[config.mk]
export PLATFORM = sky130hd
export DESIGN_NAME = instr_mem_loader_flat
export DESIGN_NICKNAME = d
export VERILOG_FILES = /design/src/rtl/instr_pkg.sv /design/src/rtl/instr_mem_loader_if.sv /design/src/rtl/instr_mem_loader_byte_assembler.sv /design/src/rtl/instr_mem_loader.sv /design/src/flat_wrapper.sv
export SDC_FILE = /design/constraint.sdc
export NUM_CORES = 1
export LEC_CHECK = 0
export CAP_MARGIN = 0
export CELL_PAD_IN_SITES_DETAIL_PLACEMENT = 1
export CELL_PAD_IN_SITES_GLOBAL_PLACEMENT = 2
export CORE_AREA = 2 2 86 88
export DETAILED_ROUTE_END_ITERATION = 12
export DIE_AREA = 0 0 88 90
export DONT_BUFFER_PORTS = 1
export PLACE_DENSITY_LB_ADDON = 0.25
export SYNTH_ARGS = -nofsm -noshare
export SYNTH_HDL_FRONTEND = slang
export SYNTH_SLANG_ARGS = --single-unit
[constraint.sdc]
create_clock -name clk -period 5.3 [get_ports clk]
set_clock_uncertainty 0.2 [all_clocks]
set_input_delay 1.06 -clock clk [delete_from_list [all_inputs] [get_ports clk]]
set_output_delay 1.06 -clock clk [all_outputs]
set_load 0.01 [all_outputs]
[src/rtl/instr_pkg.sv]
// Shared types and sizing for the instruction RAM loader.
// Word geometry is derived from WIDTH/AMOUNT so the loader tracks the ROM.
package instr_pkg;

  localparam int WIDTH  = 24;
  localparam int AMOUNT = 256;
  localparam int BPW    = WIDTH / 8;
  localparam int AW     = $clog2(AMOUNT);
  localparam int BCW    = $clog2(BPW + 1);

  typedef enum logic [2:0] {
    S_IDLE,
    S_RECV,
    S_WRITE,
    S_FULL,
    S_DONE
  } loader_state_t;

  // Move the n most recent bytes to the top of the word, zero below.
  function automatic logic [WIDTH-1:0] left_align(
    input logic [WIDTH-1:0] w,
    input int unsigned      n
  );
    return w << (8 * (BPW - n));
  endfunction

endpackage

[src/rtl/instr_mem_loader_if.sv]
// Byte-stream link from the host bridge into the loader.
// Transfer happens when byte_valid and byte_ready are both high.
interface instr_mem_loader_if;

  logic       byte_valid;
  logic [7:0] byte_data;
  logic       byte_last;
  logic       byte_ready;

  modport master (
    output byte_valid,
    output byte_data,
    output byte_last,
    input  byte_ready
  );

  modport slave (
    input  byte_valid,
    input  byte_data,
    input  byte_last,
    output byte_ready
  );

endinterface

[src/rtl/instr_mem_loader_byte_assembler.sv]
// Packs MSB-first bytes into instruction words.
// An early last byte closes the word left-aligned with zero padding.
module byte_assembler
  import instr_pkg::*;
(
  input  logic             clk,
  input  logic             rst_n,
  input  logic             clear,
  input  logic             shift,
  input  logic [7:0]       din,
  input  logic             last,
  output logic [WIDTH-1:0] word,
  output logic             word_full,
  output logic             pad
);

  logic [BCW-1:0]   cnt;
  logic [WIDTH-1:0] shifted;
  int unsigned      nbytes;

  always_comb begin
    shifted   = {word[WIDTH-9:0], din};
    nbytes    = 32'(cnt) + 1;
    word_full = shift && ((nbytes == BPW) || last);
    pad       = shift && last && (nbytes != BPW);
  end

  always_ff @(posedge clk or negedge rst_n) begin
    if (!rst_n) begin
      cnt  <= '0;
      word <= '0;
    end else if (clear) begin
      cnt  <= '0;
      word <= '0;
    end else if (shift) begin
      if (word_full) begin
        cnt  <= '0;
        word <= pad ? left_align(shifted, nbytes) : shifted;
      end else begin
        cnt  <= cnt + 1'b1;
        word <= shifted;
      end
    end
  end

endmodule

[src/rtl/instr_mem_loader.sv]
// Streams a program image into instruction RAM and holds the
// processor in reset until the whole image has been written.
module instr_mem_loader
  import instr_pkg::*;
(
  input  logic               clk,
  input  logic               rst_n,
  input  logic               start,
  instr_mem_loader_if.slave  bus,
  output logic               we,
  output logic [WIDTH-1:0]   waddr,
  output logic [WIDTH-1:0]   wdata,
  output logic               busy,
  output logic               done,
  output logic [AW:0]        word_count,
  output logic               frame_err,
  output logic               overflow_err,
  output logic               cpu_hold
);

  localparam logic [AW:0] LASTC = (AW + 1)'(AMOUNT - 1);

  loader_state_t state, nxt;

  logic [AW-1:0] addr;
  logic          last_q;
  logic          hs;
  logic          shift;
  logic          word_full;
  logic          pad;

  assign bus.byte_ready = (state == S_RECV) || (state == S_FULL);
  assign busy     = (state == S_RECV) || (state == S_WRITE)
                 || (state == S_FULL);
  assign done     = (state == S_DONE);
  assign cpu_hold = (state != S_DONE);
  assign waddr    = {{(WIDTH - AW){1'b0}}, addr};

  assign hs    = bus.byte_valid && bus.byte_ready;
  assign shift = hs && (state == S_RECV) && !start;

  byte_assembler u_asm (
    .clk       (clk),
    .rst_n     (rst_n),
    .clear     (start),
    .shift     (shift),
    .din       (bus.byte_data),
    .last      (bus.byte_last),
    .word      (wdata),
    .word_full (word_full),
    .pad       (pad)
  );

  always_ff @(posedge clk or negedge rst_n) begin
    if (!rst_n) state <= S_IDLE;
    else        state <= nxt;
  end

  // start wins over everything, including a write in flight
  always_comb begin
    nxt = state;
    we  = 1'b0;
    unique case (state)
      S_IDLE: begin
        if (start) nxt = S_RECV;
      end
      S_RECV: begin
        if (start)          nxt = S_RECV;
        else if (word_full) nxt = S_WRITE;
      end
      S_WRITE: begin
        we = !start;
        if (start)                    nxt = S_RECV;
        else if (last_q)              nxt = S_DONE;
        else if (word_count == LASTC) nxt = S_FULL;
        else                          nxt = S_RECV;
      end
      S_FULL: begin
        if (start)                       nxt = S_RECV;
        else if (hs && bus.byte_last)    nxt = S_DONE;
      end
      S_DONE: begin
        if (start) nxt = S_RECV;
      end
      default: nxt = S_IDLE;
    endcase
  end

  always_ff @(posedge clk or negedge rst_n) begin
    if (!rst_n) begin
      addr         <= '0;
      word_count   <= '0;
      last_q       <= 1'b0;
      frame_err    <= 1'b0;
      overflow_err <= 1'b0;
    end else if (start) begin
      addr         <= '0;
      word_count   <= '0;
      last_q       <= 1'b0;
      frame_err    <= 1'b0;
      overflow_err <= 1'b0;
    end else begin
      if (shift && word_full) last_q <= bus.byte_last;
      if (pad) frame_err <= 1'b1;
      if ((state == S_FULL) && hs) overflow_err <= 1'b1;
      if (state == S_WRITE) begin
        word_count <= word_count + 1'b1;
        // the final slot keeps its address so waddr never wraps
        if (word_count != LASTC) addr <= addr + 1'b1;
      end
    end
  end

endmodule

[src/flat_wrapper.sv]
// flat-port wrapper written by rule: the top's interface ports become plain ports
module instr_mem_loader_flat import instr_pkg::*;
  (clk, rst_n, start, we, waddr, wdata, busy, done, word_count, frame_err, overflow_err, cpu_hold, bus_byte_valid, bus_byte_data, bus_byte_last, bus_byte_ready);
  instr_mem_loader_if bus_i ();
  input  logic clk;
  input  logic rst_n;
  input  logic start;
  output logic we;
  output logic [WIDTH-1:0] waddr;
  output logic [WIDTH-1:0] wdata;
  output logic busy;
  output logic done;
  output logic [AW:0] word_count;
  output logic frame_err;
  output logic overflow_err;
  output logic cpu_hold;
  input wire logic [$bits(bus_i.byte_valid)-1:0] bus_byte_valid;
  input wire logic [$bits(bus_i.byte_data)-1:0] bus_byte_data;
  input wire logic [$bits(bus_i.byte_last)-1:0] bus_byte_last;
  output wire logic [$bits(bus_i.byte_ready)-1:0] bus_byte_ready;
  assign bus_i.byte_valid = bus_byte_valid;
  assign bus_i.byte_data = bus_byte_data;
  assign bus_i.byte_last = bus_byte_last;
  assign bus_byte_ready = bus_i.byte_ready;
  instr_mem_loader u_core (.clk(clk), .rst_n(rst_n), .start(start), .bus(bus_i), .we(we), .waddr(waddr), .wdata(wdata), .busy(busy), .done(done), .word_count(word_count), .frame_err(frame_err), .overflow_err(overflow_err), .cpu_hold(cpu_hold));
endmodule
==> metrics.md, run 1 <==
| Metric | Value |
|---|---|
| Vias per inst | 5.79 |
| Yosys cell types | 46 |
| FF/Latch Area | 1230 sq um |
| Maxcap violations | 0 |
| Met3 wire length | 540 microns |
| Outcome | finished, final reports clean |
| Critical path fanouts, max | 11 |
| Top sig layer | met4 |
| Number of buffers created by CTS | 5 |
| Hold/Removal Path Class | primary input to asynchronous set/reset pin |
| Setup Fix Bufs, Post-CTS | 0 |
| # port buffers | 0 |
| Die Y-Extent | 90 microns |
| Initial Utilization | 0.392 |
| Placed cell area | 2750 sq um |
| Async set or reset register ratio after synthesis | 1.00 |
| First-pass GRT wire length | 11.5 mm |
| Setup crit start kind | register |
| DRT antenna net count | 0 |
| Final Cell Area | 2860 sq um |
| Clock Latency Late Sink | 290 ps |
| Avg WL per Cell | 19.5 microns |
| Ant. Diodes | 0 |
| GR Overflow Total | 0 |
| Cell count after synthesis | 267 |
| WP data required | 4040 ps |
| Root Driver | clkbuf_8 |
| Sink Count | 49 |
| RSZ-0062 raised after global routing | false |
| Prevailing post-synth register cell | dfrtp_1 |
| Vias in the first global route | 2084 |
| DP HPWL | 4.59 mm |
| Kind of critical path | register to output port |
| NumNets Final | 276 |
| Reg2reg start | u_core.u_asm.cnt[0] |
| Worst EP arrival | 1580 ps |
| Clock buffer depth | 2 |
| Layout cells sized above 1 | 0.0927 |
| Period utilisation layout | 0.535 |
| Core ar. | 7020 sq um |
| Tightest Pin Transition | 926 ps |
| Yosys warns | 0 |
| Synthesized flop and latch total | 49 |
| CTS clk-pin slew, worst paths | 90 ps |
| Multi-input combinational cell area | 1370 sq um |
| Synth area leaders | dfrtp_1 45%, buf_4 4.4%, mux2_2 3.7%, a21oi_1 3.3%, a221o_1 3.3% |
| Total track usage | 0.181 |
| R2r worst-path depth | 5 |
| Setup_tns | 0 ps |
| EDFF count, synth | 0 |
| H-tree levels | 2 |
| CP startpoint | u_core.state[0] |
| Routed length on met2 | 3.26 mm |
| GPL Wtd Cong | 0.706 |
| Register area share after synthesis | 0.446 |
| Largest net degree at the start of global routing | 50 |
| # fillers | 778 |
| Io pins | 77 |
| DR DRC count | 0 |
| CP Capture Point | we |
| Min cycle time layout | 2840 ps |
| Rel. slew slack | 0.381 |
| Fmax | 352 MHz |
| Drt initial violations | 69 |
| Layout area overhead | 4.09% |
| Syn Area/Cell | 10.3 sq um |
| R2R Path End | u_core.u_asm.word[7] |
| Initial antenna violation count | 0 |
| Placement Rows | 31 |
| Leak | 1.16 nW |
| Die X | 88 microns |
| Final Slew Violations | 0 |
| Final setup fails | 0 |
| Top cell type's share of synthesized area | 0.446 |
| Post-CTS Resized | 0 |
| Synth area leader | dfrtp_1 |
| WL met1 | 3.14 mm |
| CP endpoint kind | output port |
| Netlist Area Pre-Place | 2750 sq um |
| Slack of the worst reg-to-reg path | 2470 ps |
| Cts hold-fix bufs | 0 |
| Peak supply drop | 183 uV |
| Cell Pwr Density | 271 nW/um^2 |
| Drt total wl | 6.99 mm |
| Die ar. | 7920 sq um |
| Via count | 2072 |
| TritonCTS clock tree | yes |
| Fin. Hold Viols | 0 |
| Detailed Routing Iterations Pass 1 | 4 |
==> logic make-up (layout without fill, tap and decap cells) <==
kind of cell / Yosys count / in the layout / share of synthesized area
AO/OA/AOI/OAI: 86 / 86 / 0.235
XOR/XNOR: 3 / 3 / 0.00955
adder cells (fa/ha/maj): 5 / 5 / 0.0227
buffers and inverters: 38 / 15 / 0.0778
flip-flops: 49 / 49 / 0.446
multiplexers: 10 / 10 / 0.0405
other: 1 / 16 / 0.00136
AND/OR/NAND/NOR: 75 / 75 / 0.167
==> placed cells by master, fill, tap and decap left out, drive strengths merged, types with 4 or more instances in the layout <==
cell	instances
mux2	9
nand2b	12
o21ai	8
a21oi	18
a22oi	8
nand2	10
o21bai	8
o31ai	6
conb	16
or3	5
clkbuf	7
nor2	15
a32o	8
ha	5
or4	8
o2bb2ai	8
dfrtp	49
nand3	7
a22o	8
a221o	9
nor2b	4
inv	6
==> cell type report <==
cell class	instances	share of cell area
sequential	49	0.428
inverter	6	0.00786
tap	99	0.0433
timing repair buffer	1	0.00262
clock inverter	1	0.0105
multi-input combinational	195	0.478
clock buffer	7	0.0301
==> how the worst min path moves through the flow <==
stage	startpoint	slack [ps]	end	cells after the start
after global routing	rst_n	220	u_core.word_count[4]	0
final	rst_n	250	u_core.word_count[4]	0
after floorplan	u_core.u_asm.cnt[1]	320	u_core.u_asm.cnt[1]	2
after global placement	u_core.u_asm.cnt[1]	340	u_core.u_asm.cnt[1]	2
after CTS	rst_n	230	u_core.state[2]	0
after detailed placement	u_core.u_asm.word[21]	360	u_core.u_asm.word[21]	1
==> per-stage QoR <==
stage / std cells / total power, W / util / setup slack, ps / hold slack [ps]
finish: 358 / 0.000776 / 0.408 / 2460 / 248
CTS: 358 / 0.000786 / 0.408 / 2460 / 233
global route: 358 / 0.000813 / 0.408 / 2290 / 217
floorplan: 282 / 0.000493 / - / 2490 / 323
global placement: 350 / 0.000502 / 0.391 / 2570 / 338
detailed placement: 350 / 0.000503 / 0.391 / 2500 / 359
==> where the power goes <==
group | switching [W] | total (W) | leakage, nW | internal, W
Clock | 0.000126 | 0.000281 | 0.0585 | 0.000154
Sequential | 0.0000246 | 0.000411 | 0.673 | 0.000386
Combinational | 0.0000501 | 0.0000847 | 0.424 | 0.0000346
Total | 0.000201 | 0.000776 | 1.16 | 0.000575
==> cells in the mapped netlist (all sizes together), types with 2 or more instances <==
master / n
dfrtp: 49
buf: 22
a21oi: 18
nor2: 15
nand2b: 12
clkbuf: 10
nand2: 10
a221o: 9
mux2: 9
a22o: 8
a22oi: 8
a32o: 8
o21ai: 8
o21bai: 8
o2bb2ai: 8
or4: 8
nand3: 7
inv: 6
o31ai: 6
ha: 5
or3: 5
nor2b: 4
a31oi: 2
nand4: 2
or4b: 2
xnor2: 2
==> worst max-delay path: stages (launching register included) <==
cell and delay (ps):
dfrtp_1 520, nand2b_1 370, nor3_1 400
==> metal layers <==
metal | track usage | vias to the layer above
met5 | 0 | -
met4 | 0.0269 | 0
met3 | 0.0661 | 6
met2 | 0.280 | 57
met1 | 0.247 | 1047
li1 | - | 962
==> registers in the layout, indices dropped and copies added (netlist names) <==
register	flops
u_core.addr	8
u_core.overflow_err	1
u_core.frame_err	1
u_core.u_asm.cnt	2
u_core.last_q	1
u_core.word_count	9
u_core.u_asm.word	24
u_core.state	3
Power figures use the tool's default switching activity.
==> run 2: changes to the inputs <==
--- a/config.mk
+++ b/config.mk
@@ -8,9 +8,9 @@
 export CAP_MARGIN = 0
 export CELL_PAD_IN_SITES_DETAIL_PLACEMENT = 1
 export CELL_PAD_IN_SITES_GLOBAL_PLACEMENT = 2
-export CORE_AREA = 2 2 86 88
+export CORE_AREA = 2 2 92 94
 export DETAILED_ROUTE_END_ITERATION = 12
-export DIE_AREA = 0 0 88 90
+export DIE_AREA = 0 0 94 96
 export DONT_BUFFER_PORTS = 1
 export PLACE_DENSITY_LB_ADDON = 0.25
 export SYNTH_ARGS = -nofsm -noshare
==> constraint.sdc (replaced) <==
create_clock -name clk -period 2.5 [get_ports clk]
set_clock_uncertainty 0.2 [all_clocks]
set_input_delay 0.5 -clock clk [delete_from_list [all_inputs] [get_ports clk]]
set_output_delay 0.5 -clock clk [all_outputs]
set_load 0.01 [all_outputs]
==> run 2 against run 1 <==
Global-route usage down 1.0 points. Combinational power rose to 2.7 times the previous value. First-iteration DRC count decreased by 7.2%. Power is 100% higher. Utilization shrank 3.0 points. Sequential cell count stayed put. Count of clock-buffer cells in the layout fell by 1. Via count is 4.9% higher. Die area is 14% higher. Critical path type is now register to register. Critical endpoint is now u_core.addr[7].
==> metrics.md, run 2 (synthesized netlist as in run 1, its figures left out) <==
| Metric | Value |
|---|---|
| Outcome | finished, final reports clean |
| Number of buffers created by CTS | 5 |
| Die ar. | 9020 sq um |
| Setup_tns | 0 ps |
| Initial antenna violation count | 0 |
| Root Driver | clkbuf_8 |
| Slack of the worst reg-to-reg path | 100 ps |
| DP HPWL | 5.02 mm |
| Multi-input combinational cell area | 1380 sq um |
| Via count | 2174 |
| NumNets Final | 299 |
| Slowest CP cell | or4_1 |
| Period utilisation layout | 0.961 |
| Worst EP arrival | 2450 ps |
| H-tree levels | 2 |
| Detailed Routing Iterations Pass 1 | 4 |
| R2R Path End | u_core.addr[7] |
| Layout cells sized above 1 | 0.170 |
| First-pass GRT wire length | 12.1 mm |
| Post-route setup slack | 97.3 ps |
| Core ar. | 8050 sq um |
| Largest regs | u_core.u_asm.word x24, u_core.word_count x9, u_core.addr x8 |
| Fmax | 416 MHz |
| GR Overflow Total | 0 |
| DR DRC count | 0 |
| WP data required | 2540 ps |
| Ant. Diodes | 0 |
| Vias per inst | 5.62 |
| Clock buffer depth | 2 |
| Leak | 1.26 nW |
| Hold Crit Start | start |
| TritonCTS clock tree | yes |
| Min cycle time layout | 2400 ps |
| R2r worst-path depth | 7 |
| Cell mode on critical path | ha_1 |
| Reg2reg start | u_core.word_count[0] |
| Worst hold endpoint | u_core.addr[5] |
| Initial Utilization | 0.342 |
| CP endpoint kind | register |
| Drt total wl | 7.31 mm |
| DRT antenna net count | 0 |
| Io pins | 77 |
| Largest net degree at the start of global routing | 50 |
| Most common cell after layout, fill and taps aside | dfrtp_1 |
| WP buf/inv | 0 |
| Clock Latency Late Sink | 310 ps |
| Vias in the first global route | 2300 |
| Critical path fanouts, max | 7 |
| Maxcap violations | 0 |
| CTS clk-pin slew, worst paths | 100 ps |
| Setup WS pre-CTS | 121 ps |
| Avg WL per Cell | 18.9 microns |
| Cell Pwr Density | 521 nW/um^2 |
| Biggest register | u_core.u_asm.word |
| CP Cell Sequence | ha_1 -> nand3_1 -> nor2_1 -> ha_1 -> or4b_4 -> or4_1 -> a21oi_2 |
| Slowest cell delay on critical path | 540 ps |
| FF/Latch Area | 1230 sq um |
| # port buffers | 0 |
| RSZ-0062 raised after global routing | false |
| Cell family with most CP delay | simple AND/OR/NAND/NOR gates |
| Peak supply drop | 224 uV |
| Die Y-Extent | 96 microns |
| # fillers | 922 |
| Setup crit start kind | register |
| Most frequent cells in the layout | 49 x dfrtp_1, 22 x buf_4, 16 x a21oi_1, 16 x conb_1, 15 x nor2_1 |
| Max FFs per register | 24 |
| Sink Count | 49 |
| Hold depth | 1 |
| GPL Wtd Cong | 0.727 |
| Final Slew Violations | 0 |
| Drt initial violations | 64 |
| Die X | 94 microns |
| Fin. Hold Viols | 0 |
| CP Depth | 7 |
| Total track usage | 0.171 |
| Kind of critical path | register to register |
| Placement Rows | 33 |
| Hold/Removal Path Class | primary input to register |
| Layout area overhead | 10.7% |
| Final setup fails | 0 |
[run 2: cell types whose count changed in the layout (fill, tap and decap cells not counted), sizes merged]
cell / delta
bufinv: -1
clkinvlp: +2
dlygate4sd3: +1
buf: +22
clkbuf: -1
[run 2: area by class of cell]
class,count,area share
Multi-Input combinational cell,195,0.452
Inverter,6,0.00740
Timing Repair Buffer,24,0.0666
Clock buffer,6,0.0238
Tap cell,105,0.0431
Sequential cell,49,0.403
Clock inverter,2,0.00493
[run 2: worst reg2reg max path, delay by kind of cell, from the launching register on]
family | cells | cell delay, ps
DFF | 1 | 390
AOI/OAI and AO/OA | 1 | 160
and+or+nand+nor | 4 | 1200
adders and majority gates | 2 | 410
[run 2: what timing repair did]
| item | in CTS | in global routing |
|---|---|---|
| hold buffers | 2 | 0 |
| endpoints found under the setup margin | 0 | 2 |
| setup buffers | 0 | 0 |
| hold endpoints to repair | 49 | 0 |
| gates resized for setup | 0 | 2 |
[run 2: stage by stage]
stage	hold slack [ps]	power, W	util	area, sq um	cells
2_1_floorplan	4.41	0.00105	-	2810	282
3_5_place_dp	5.53	0.00109	0.362	2910	377
4_1_cts	32.4	0.00160	0.377	3040	387
6_report	47.3	0.00159	0.378	3050	387
3_3_place_gp	5.66	0.00109	0.362	2910	377
5_1_grt	22.5	0.00166	0.378	3050	387
[run 2: how the worst max path moves through the flow]
stage                                     from               endpoint
after floorplan            u_core.u_asm.cnt[0]  u_core.u_asm.word[20]
after global placement    u_core.word_count[0]         u_core.addr[4]
after detailed placement  u_core.word_count[0]         u_core.addr[4]
after CTS                 u_core.word_count[0]         u_core.addr[7]
after global routing      u_core.word_count[0]         u_core.addr[5]
final                     u_core.word_count[0]         u_core.addr[7]
[run 2: layer usage]
metal,up-vias,global-route usage,part of all wire
li1,1007,-,-
met1,1100,0.203,0.43
met2,60,0.301,0.49
met3,7,0.0603,0.071
met4,0,0.0326,0.0085
met5,-,0,0
[run 2: where the power goes]
part / internal (W) / total [W] / switching, W
combinational: 0.0000970 / 0.000232 / 0.000135
sequential: 0.000819 / 0.000861 / 0.0000424
clock: 0.000198 / 0.000494 / 0.000296
